[src/rtl/c17_pkg.sv]
// Shared constants and helpers for the C17 V3 lane array.
// Gate indices follow the original netlist instance numbering.
package c17_pkg;

   localparam int C17_IN_W  = 5;
   localparam int C17_OUT_W = 2;
   localparam int C17_GATES = 6;

   localparam int U0 = 0;
   localparam int U1 = 1;
   localparam int U2 = 2;
   localparam int U3 = 3;
   localparam int U4 = 4;
   localparam int U5 = 5;

   function automatic logic [C17_OUT_W-1:0] maj3(input logic [C17_OUT_W-1:0] a,
                                                 input logic [C17_OUT_W-1:0] b,
                                                 input logic [C17_OUT_W-1:0] c);
      return (a & b) | (a & c) | (b & c);
   endfunction

endpackage

[src/rtl/c17_v3_core.sv]
// One combinational C17 V3 copy; every gate output can be flipped by its mask bit.
module c17_v3_core
   import c17_pkg::*;
(
   input  logic [C17_IN_W-1:0]  in_g,
   input  logic [C17_GATES-1:0] mask,
   output logic [C17_OUT_W-1:0] out_g
);

   logic g1, g2, g3, g4, g5;
   logic w1, w2, w3, w4, g6, g7;

   assign {g5, g4, g3, g2, g1} = in_g;

   // A flipped w1 deliberately feeds both w3 and w4.
   assign w1 = ~(g5 & g2) ^ mask[U0];
   assign w2 = ~(g5 & g1) ^ mask[U2];
   assign w3 = ~(w1 & g4) ^ mask[U1];
   assign w4 = ~(w1 & g3) ^ mask[U4];
   assign g6 = ~(w2 & w3) ^ mask[U3];
   assign g7 = ~(w4 & w3) ^ mask[U5];

   assign out_g = {g7, g6};

endmodule

[src/rtl/c17_tmr_array.sv]
// LANES parallel C17 V3 lanes, optionally triplicated with majority voting,
// behind a two-stage valid/ready pipeline with a saturating mismatch counter.
module c17_tmr_array
   import c17_pkg::*;
#(
   parameter int LANES = 4,
   parameter int TMR   = 1,
   parameter int CNT_W = 16
) (
   input  logic                           clk,
   input  logic                           rst_n,
   input  logic                           in_valid,
   output logic                           in_ready,
   input  logic [C17_IN_W*LANES-1:0]      in_g,
   input  logic [3*C17_GATES*LANES-1:0]   fi_mask,
   output logic                           out_valid,
   input  logic                           out_ready,
   output logic [C17_OUT_W*LANES-1:0]     out_g,
   output logic [LANES-1:0]               out_err,
   output logic [CNT_W-1:0]               err_count,
   input  logic                           clr_count
);

   localparam int NCOPY       = (TMR != 0) ? 3 : 1;
   localparam int LANE_MASK_W = 3 * C17_GATES;

   logic                             s1_en, s2_en;
   logic                             vld_p1, vld_p2;
   logic [C17_IN_W*LANES-1:0]        g_p1;
   logic [LANE_MASK_W*LANES-1:0]     mask_p1;
   logic [C17_OUT_W*LANES-1:0]       g_nxt, g_p2;
   logic [LANES-1:0]                 err_nxt, err_p2;
   logic [CNT_W-1:0]                 cnt_q;

   function automatic logic [CNT_W-1:0] sat_inc(input logic [CNT_W-1:0] v);
      return (v == {CNT_W{1'b1}}) ? v : v + 1'b1;
   endfunction

   assign s2_en    = ~vld_p2 | out_ready;
   assign s1_en    = ~vld_p1 | s2_en;
   assign in_ready = s1_en;

   for (genvar i = 0; i < LANES; i++) begin : g_lane
      logic [C17_OUT_W-1:0] cp [NCOPY];

      for (genvar c = 0; c < NCOPY; c++) begin : g_copy
         c17_v3_core u_core (
            .in_g  (g_p1[C17_IN_W*i +: C17_IN_W]),
            .mask  (mask_p1[LANE_MASK_W*i + C17_GATES*c +: C17_GATES]),
            .out_g (cp[c])
         );
      end

      if (TMR != 0) begin : g_vote
         assign g_nxt[C17_OUT_W*i +: C17_OUT_W] = maj3(cp[0], cp[1], cp[2]);
         assign err_nxt[i] = (cp[0] != cp[1]) || (cp[1] != cp[2]);
      end else begin : g_pass
         // Copy 1/2 masks have no effect on a single-copy build.
         logic mask_unused;
         assign mask_unused = ^mask_p1[LANE_MASK_W*i + C17_GATES +: 2*C17_GATES];
         assign g_nxt[C17_OUT_W*i +: C17_OUT_W] = cp[0];
         assign err_nxt[i] = 1'b0;
      end
   end

   always_ff @(posedge clk) begin
      if (!rst_n) begin
         vld_p1 <= 1'b0;
         vld_p2 <= 1'b0;
      end else begin
         if (s1_en) vld_p1 <= in_valid;
         if (s2_en) vld_p2 <= vld_p1;
      end
   end

   // S1: capture the input vector and its fault masks on transfer
   always_ff @(posedge clk) begin
      if (s1_en && in_valid) begin
         g_p1    <= in_g;
         mask_p1 <= fi_mask;
      end
   end

   // S2: voted result, cleared on reset so nothing stale shows afterwards
   always_ff @(posedge clk) begin
      if (!rst_n) begin
         g_p2   <= '0;
         err_p2 <= '0;
      end else if (s2_en && vld_p1) begin
         g_p2   <= g_nxt;
         err_p2 <= err_nxt;
      end
   end

   always_ff @(posedge clk) begin
      if (!rst_n || clr_count) begin
         cnt_q <= '0;
      end else if (s2_en && vld_p1 && (|err_nxt)) begin
         cnt_q <= sat_inc(cnt_q);
      end
   end

   assign out_valid = vld_p2;
   assign out_g     = g_p2;
   assign out_err   = err_p2;
   assign err_count = cnt_q;

endmodule

[config.mk]
export PLATFORM = sky130hd
export DESIGN_NAME = c17_tmr_array
export DESIGN_NICKNAME = d
export VERILOG_FILES = /design/src/rtl/c17_pkg.sv /design/src/rtl/c17_v3_core.sv /design/src/rtl/c17_tmr_array.sv
export SDC_FILE = /design/constraint.sdc
export NUM_CORES = 1
export LEC_CHECK = 0
export ABC_CLOCK_PERIOD_IN_PS = 4100
export CORE_MARGIN = 2
export CORE_UTILIZATION = 41
export DETAILED_ROUTE_END_ITERATION = 8
export MAX_ROUTING_LAYER = met4
export PLACE_DENSITY = 0.79
export SLEW_MARGIN = 20
export SYNTH_ARGS = -nofsm -noshare
export SYNTH_HDL_FRONTEND = slang
export SYNTH_HIERARCHICAL = 1
export SYNTH_SLANG_ARGS = --single-unit
[constraint.sdc]
create_clock -name clk -period 4.1 [get_ports clk]
set_input_delay 0.41 -clock clk [delete_from_list [all_inputs] [get_ports clk]]
set_output_delay 0.41 -clock clk [all_outputs]
set_load 0.01 [all_outputs]
==> impl_summary.log <==
[metrics] outcome: finished clean
[metrics] placeable core region: 13900 sq um
[metrics] switching part of the total: ~22%
[metrics] clock tree sinks: roughly 120
[metrics] dpl cell area: between 7000 and 8000 sq um
[metrics] overall overflow remaining after global route: 0
[metrics] Finish-stage setup viols: 0
[metrics] width of the chip: between 100 and 150 microns
[metrics] number of fill cells in the layout: ~1100
[metrics] row cnt: between 40 and 50
[metrics] CTS tree: done
[metrics] initial core utilization: 42.1%
[metrics] Critical-path top delay cell: sky130_fd_sc_hd__nor4_1
[metrics] Max Clk Rate: 283 MHz
[metrics] fraction of the yosys area taken by sequential cells: 57.6%
[metrics] combinational share of power: between 10 and 15%
[metrics] arrival time of data at the critical path endpoint: 3.87 ns
[metrics] Seq cells post-synth: 122
[metrics] CTS buffer count: 17
[metrics] worst-path cell chain: a21bo_4 > a31o_1 > a211oi_2 > xnor2_1 > ha_1 > nor4_1 > nand4_1 > o211ai_4 > o21ai_0 > a21oi_1
[metrics] unique cell type count in the Yosys netlist: 41
[metrics] Antenna diodes: 0
[metrics] leakage power total: between 2 and 3 nW
[metrics] commonest cells after routing, fill and taps aside: 126 x sky130_fd_sc_hd__clkdlybuf4s50_1, 92 x sky130_fd_sc_hd__edfxtp_1, 38 x sky130_fd_sc_hd__xnor2_1
[metrics] FF-to-FF Start: g_p1[9]
[metrics] layout cell share with drive strength beyond 1: 13.1%
[metrics] vias in the first global route: just over 4000
[metrics] overall die area: between 15000 and 20000 sq um
[metrics] overall routed net length: approximately 12000 microns
[metrics] power density normalized to cell area: ~440 nW/um^2
[metrics] Period minus WS final: roughly 3.5 ns
[metrics] GRT Overall Usage: approximately 17%
[metrics] worst hold path class: reg -> reg
[metrics] Setup crit start kind: register
[metrics] Reg power frac: between 40% and 50%
[metrics] compound-cell area share of the yosys netlist: approximately 14%
[metrics] cell family with the largest share of critical-path delay: compound AO/OA/AOI/OAI gates
[metrics] per-cell via count in the routed design: around 5.4
[metrics] clock latency on the worst-skew pair: approximately 0.42 ns
[metrics] commonest non-fill, non-tap cell in the layout: sky130_fd_sc_hd__clkdlybuf4s50_1
[metrics] critical path endpoint category: register
[metrics] WS Path Type: reg -> reg
[metrics] post-synthesis share of cell area spent on full adders, half adders and majority gates: between 3 and 4%
[metrics] average wire per cell in the routed design: about 16 microns
[metrics] post-cts sizing count: 0
[metrics] number of cells on the worst hold path: 2
[metrics] Post-synth EDFFs: 92
[metrics] cell count after placement: 721
[metrics] dominant combinational cell family by area after synthesis: simple AND/OR/NAND/NOR gates
[metrics] number of cells on the worst reg-to-reg path: 10
[metrics] vias post-DR: between 4000 and 5000
[metrics] Top FF cell, synth: sky130_fd_sc_hd__edfxtp_1
[metrics] post-synthesis mux area share: 0%
[metrics] share of flip-flops with an asynchronous set or reset: 0%
[metrics] slew at the pin closest to its max-slew limit: 0.872 ns
[metrics] worst path buffer plus inverter count: 0
[metrics] Internal Power: ~2.6 mW
[metrics] Initial DRT Pass Iterations: 4
[metrics] setup repair after global routing missed its margin: false
[metrics] largest net degree at the start of global routing: just over 90
[metrics] total nets after synthesis: around 560
[metrics] R2R setup slack: around 0.57 ns
[metrics] Peak VDD IR: roughly 0.26 mV
[metrics] Yosys warning total: 6
[metrics] combined area of the multi-input logic cells: between 2000 and 2500 sq um
[metrics] Layout Cells excl Fill: between 700 and 800
[metrics] number of H-tree levels: 4
[metrics] IO Pins: between 100 and 150
[metrics] skew final: ~0.0055 ns
[metrics] final weighted congestion in routability-driven placement: 0.842
[metrics] count of input and output buffers: between 100 and 150
[metrics] final hold viol count: 0
[metrics] Root Buffer Master: sky130_fd_sc_hd__clkbuf_16
[metrics] number of buffers on the longest clock path: 2
[metrics] wire length of the first global-routing pass: about 19000 microns
[metrics] number of buffers inserted for hold repair after clock tree synthesis: 0
[metrics] share of the synthesized netlist area taken by xor and xnor gates: approximately 6%
[metrics] maximum cell stage delay along the critical path: about 0.6 ns
[metrics] crit-path max FO: 17
[metrics] hold path startpoint: out_g[0]
[metrics] worst-case headroom to the max-slew limit: 41.6%
[metrics] mean instance size in the synthesized netlist: around 13 sq um
[metrics] max-slew violation total from the final report: 0
[metrics] drt initial violations: 280
[metrics] Max Cap Viol: 0
[metrics] HPWL after detailed placement: between 8000 and 9000 microns
[metrics] part of the total power dissipated in the clock network: 46.1%
[metrics] number of antenna violations at the first check in global routing: 0
[metrics] design area: 7760 sq um
[metrics] layout-stage area growth over the synthesis result: 32.9%
[metrics] post-route ant nets: 0
[metrics] Fin Setup TNS: 0 ns
[metrics] terminating pin of the worst hold path: out_g[0]
[metrics] Clock transition at path regs: 0.06 ns
[metrics] share of the clock period used by the worst path after layout: between 80% and 90%
[metrics] basic-gate share of the synthesized area counting and, or, nand and nor cells: 14.6%
[metrics] die extent in y: 123 microns
[metrics] NumNets Final: 675
[metrics] worst endpoint required time: ~4.4 ns
[metrics] FF+latch area: 3360 sq um
[metrics] gate count of the mapped netlist: 445
[metrics] switching power total: approximately 0.76 mW
[metrics] remaining routing DRC violations: 0
[metrics] post-synthesis instance area: 5840 sq um
[metrics] number of buffers added for setup after CTS: 0
[metrics] reg-to-reg critical path endpoint: err_count[3]
-- worst register-to-register path, delay by kind of cell (launching register included) --
kind,cells,cell delay (ns)
flip-flops,1,0.55
AND/OR/NAND/NOR,2,1.03
adder cells (fa/ha/maj),1,0.29
XOR/XNOR,1,0.21
AO/OA/AOI/OAI,6,1.38
-- cells by family (layout without fill, tap and decap cells) --
kind of cell,after synthesis,in the layout
AND/OR/NAND/NOR,135,135
flip-flops,122,122
AO/OA/AOI/OAI,87,87
buffers and inverters,44,173
XOR/XNOR,40,40
adder cells (fa/ha/maj),17,17
-- area by class of cell --
cell class / count / area share (%)
flip-flops and latches: 122 / 43.3
clock buffers: 17 / 5.48
inverters: 14 / 0.677
well taps: 180 / 2.90
repair buffers: 127 / 16.5
multi-input cells: 279 / 28.6
clock inverters: 15 / 2.56
-- power groups by stage --
stage	Sequential (mW)	Clock [mW]	Combinational (mW)
5_1_grt	1.46	1.64	0.421
3_5_place_dp	1.48	0	0.382
3_3_place_gp	1.47	0	0.364
4_1_cts	1.45	1.59	0.384
2_1_floorplan	1.47	0	0.260
6_report	1.45	1.57	0.382
-- synthesized netlist by cell type (8+ instances only) --
cell	instances	area, sq um
sky130_fd_sc_hd__edfxtp_1	92	2760
sky130_fd_sc_hd__xnor2_1	38	333
sky130_fd_sc_hd__dfxtp_1	30	601
sky130_fd_sc_hd__buf_4	24	180
sky130_fd_sc_hd__nand2_1	23	86.3
sky130_fd_sc_hd__nand4_1	19	119
sky130_fd_sc_hd__ha_1	17	213
sky130_fd_sc_hd__inv_1	14	52.6
sky130_fd_sc_hd__nor2_1	13	48.8
sky130_fd_sc_hd__a211oi_2	12	150
sky130_fd_sc_hd__a21bo_4	12	195
sky130_fd_sc_hd__a21oi_1	12	60.1
sky130_fd_sc_hd__a31o_1	12	105
sky130_fd_sc_hd__a31oi_1	12	75.1
sky130_fd_sc_hd__and4_4	12	135
sky130_fd_sc_hd__nand3b_1	12	90.1
sky130_fd_sc_hd__nor3_1	12	60.1
sky130_fd_sc_hd__o21ai_0	11	55.1
sky130_fd_sc_hd__or3_1	10	62.6
sky130_fd_sc_hd__a2111oi_0	8	70.1
sky130_fd_sc_hd__nor3b_1	8	60.1
-- per-stage QoR --
step	util (%)	hold WS, ns	power, mW	setup WS [ns]
after floorplan	-	0.499	1.73	0.852
after global placement	51.3	0.484	1.84	0.696
after detailed placement	51.3	0.490	1.86	0.549
after CTS	55.8	0.499	3.43	0.527
after global routing	55.9	0.525	3.52	0.290
final	55.9	0.497	3.40	0.570
-- flip-flops by register name (all words and copies together) (netlist names) --
signal / flops
err_count: 16
g_p1: 20
mask_p1: 72
out_err: 4
out_g: 8
out_valid: 1
vld_p1: 1
-- routing by layer --
metal | up-vias | GRT usage, % | share of wire, %
li1 | 1939 | - | -
met1 | 1965 | 19.5 | 41
met2 | 144 | 28.7 | 51
met3 | 34 | 3.97 | 5.7
met4 | 0 | 9.02 | 2.8
met5 | - | - | 0
-- worst max path at each step --
stage	start	endpoint	slack, ns	depth (start not counted)
after floorplan	out_valid	g_p1[0]	0.85	3
after global placement	g_p1[9]	err_count[8]	0.70	10
after detailed placement	g_p1[9]	err_count[3]	0.55	10
after CTS	g_p1[9]	err_count[3]	0.53	10
after global routing	g_p1[9]	err_count[6]	0.29	10
final	g_p1[9]	err_count[3]	0.57	10
Power figures use the tool's default switching activity.
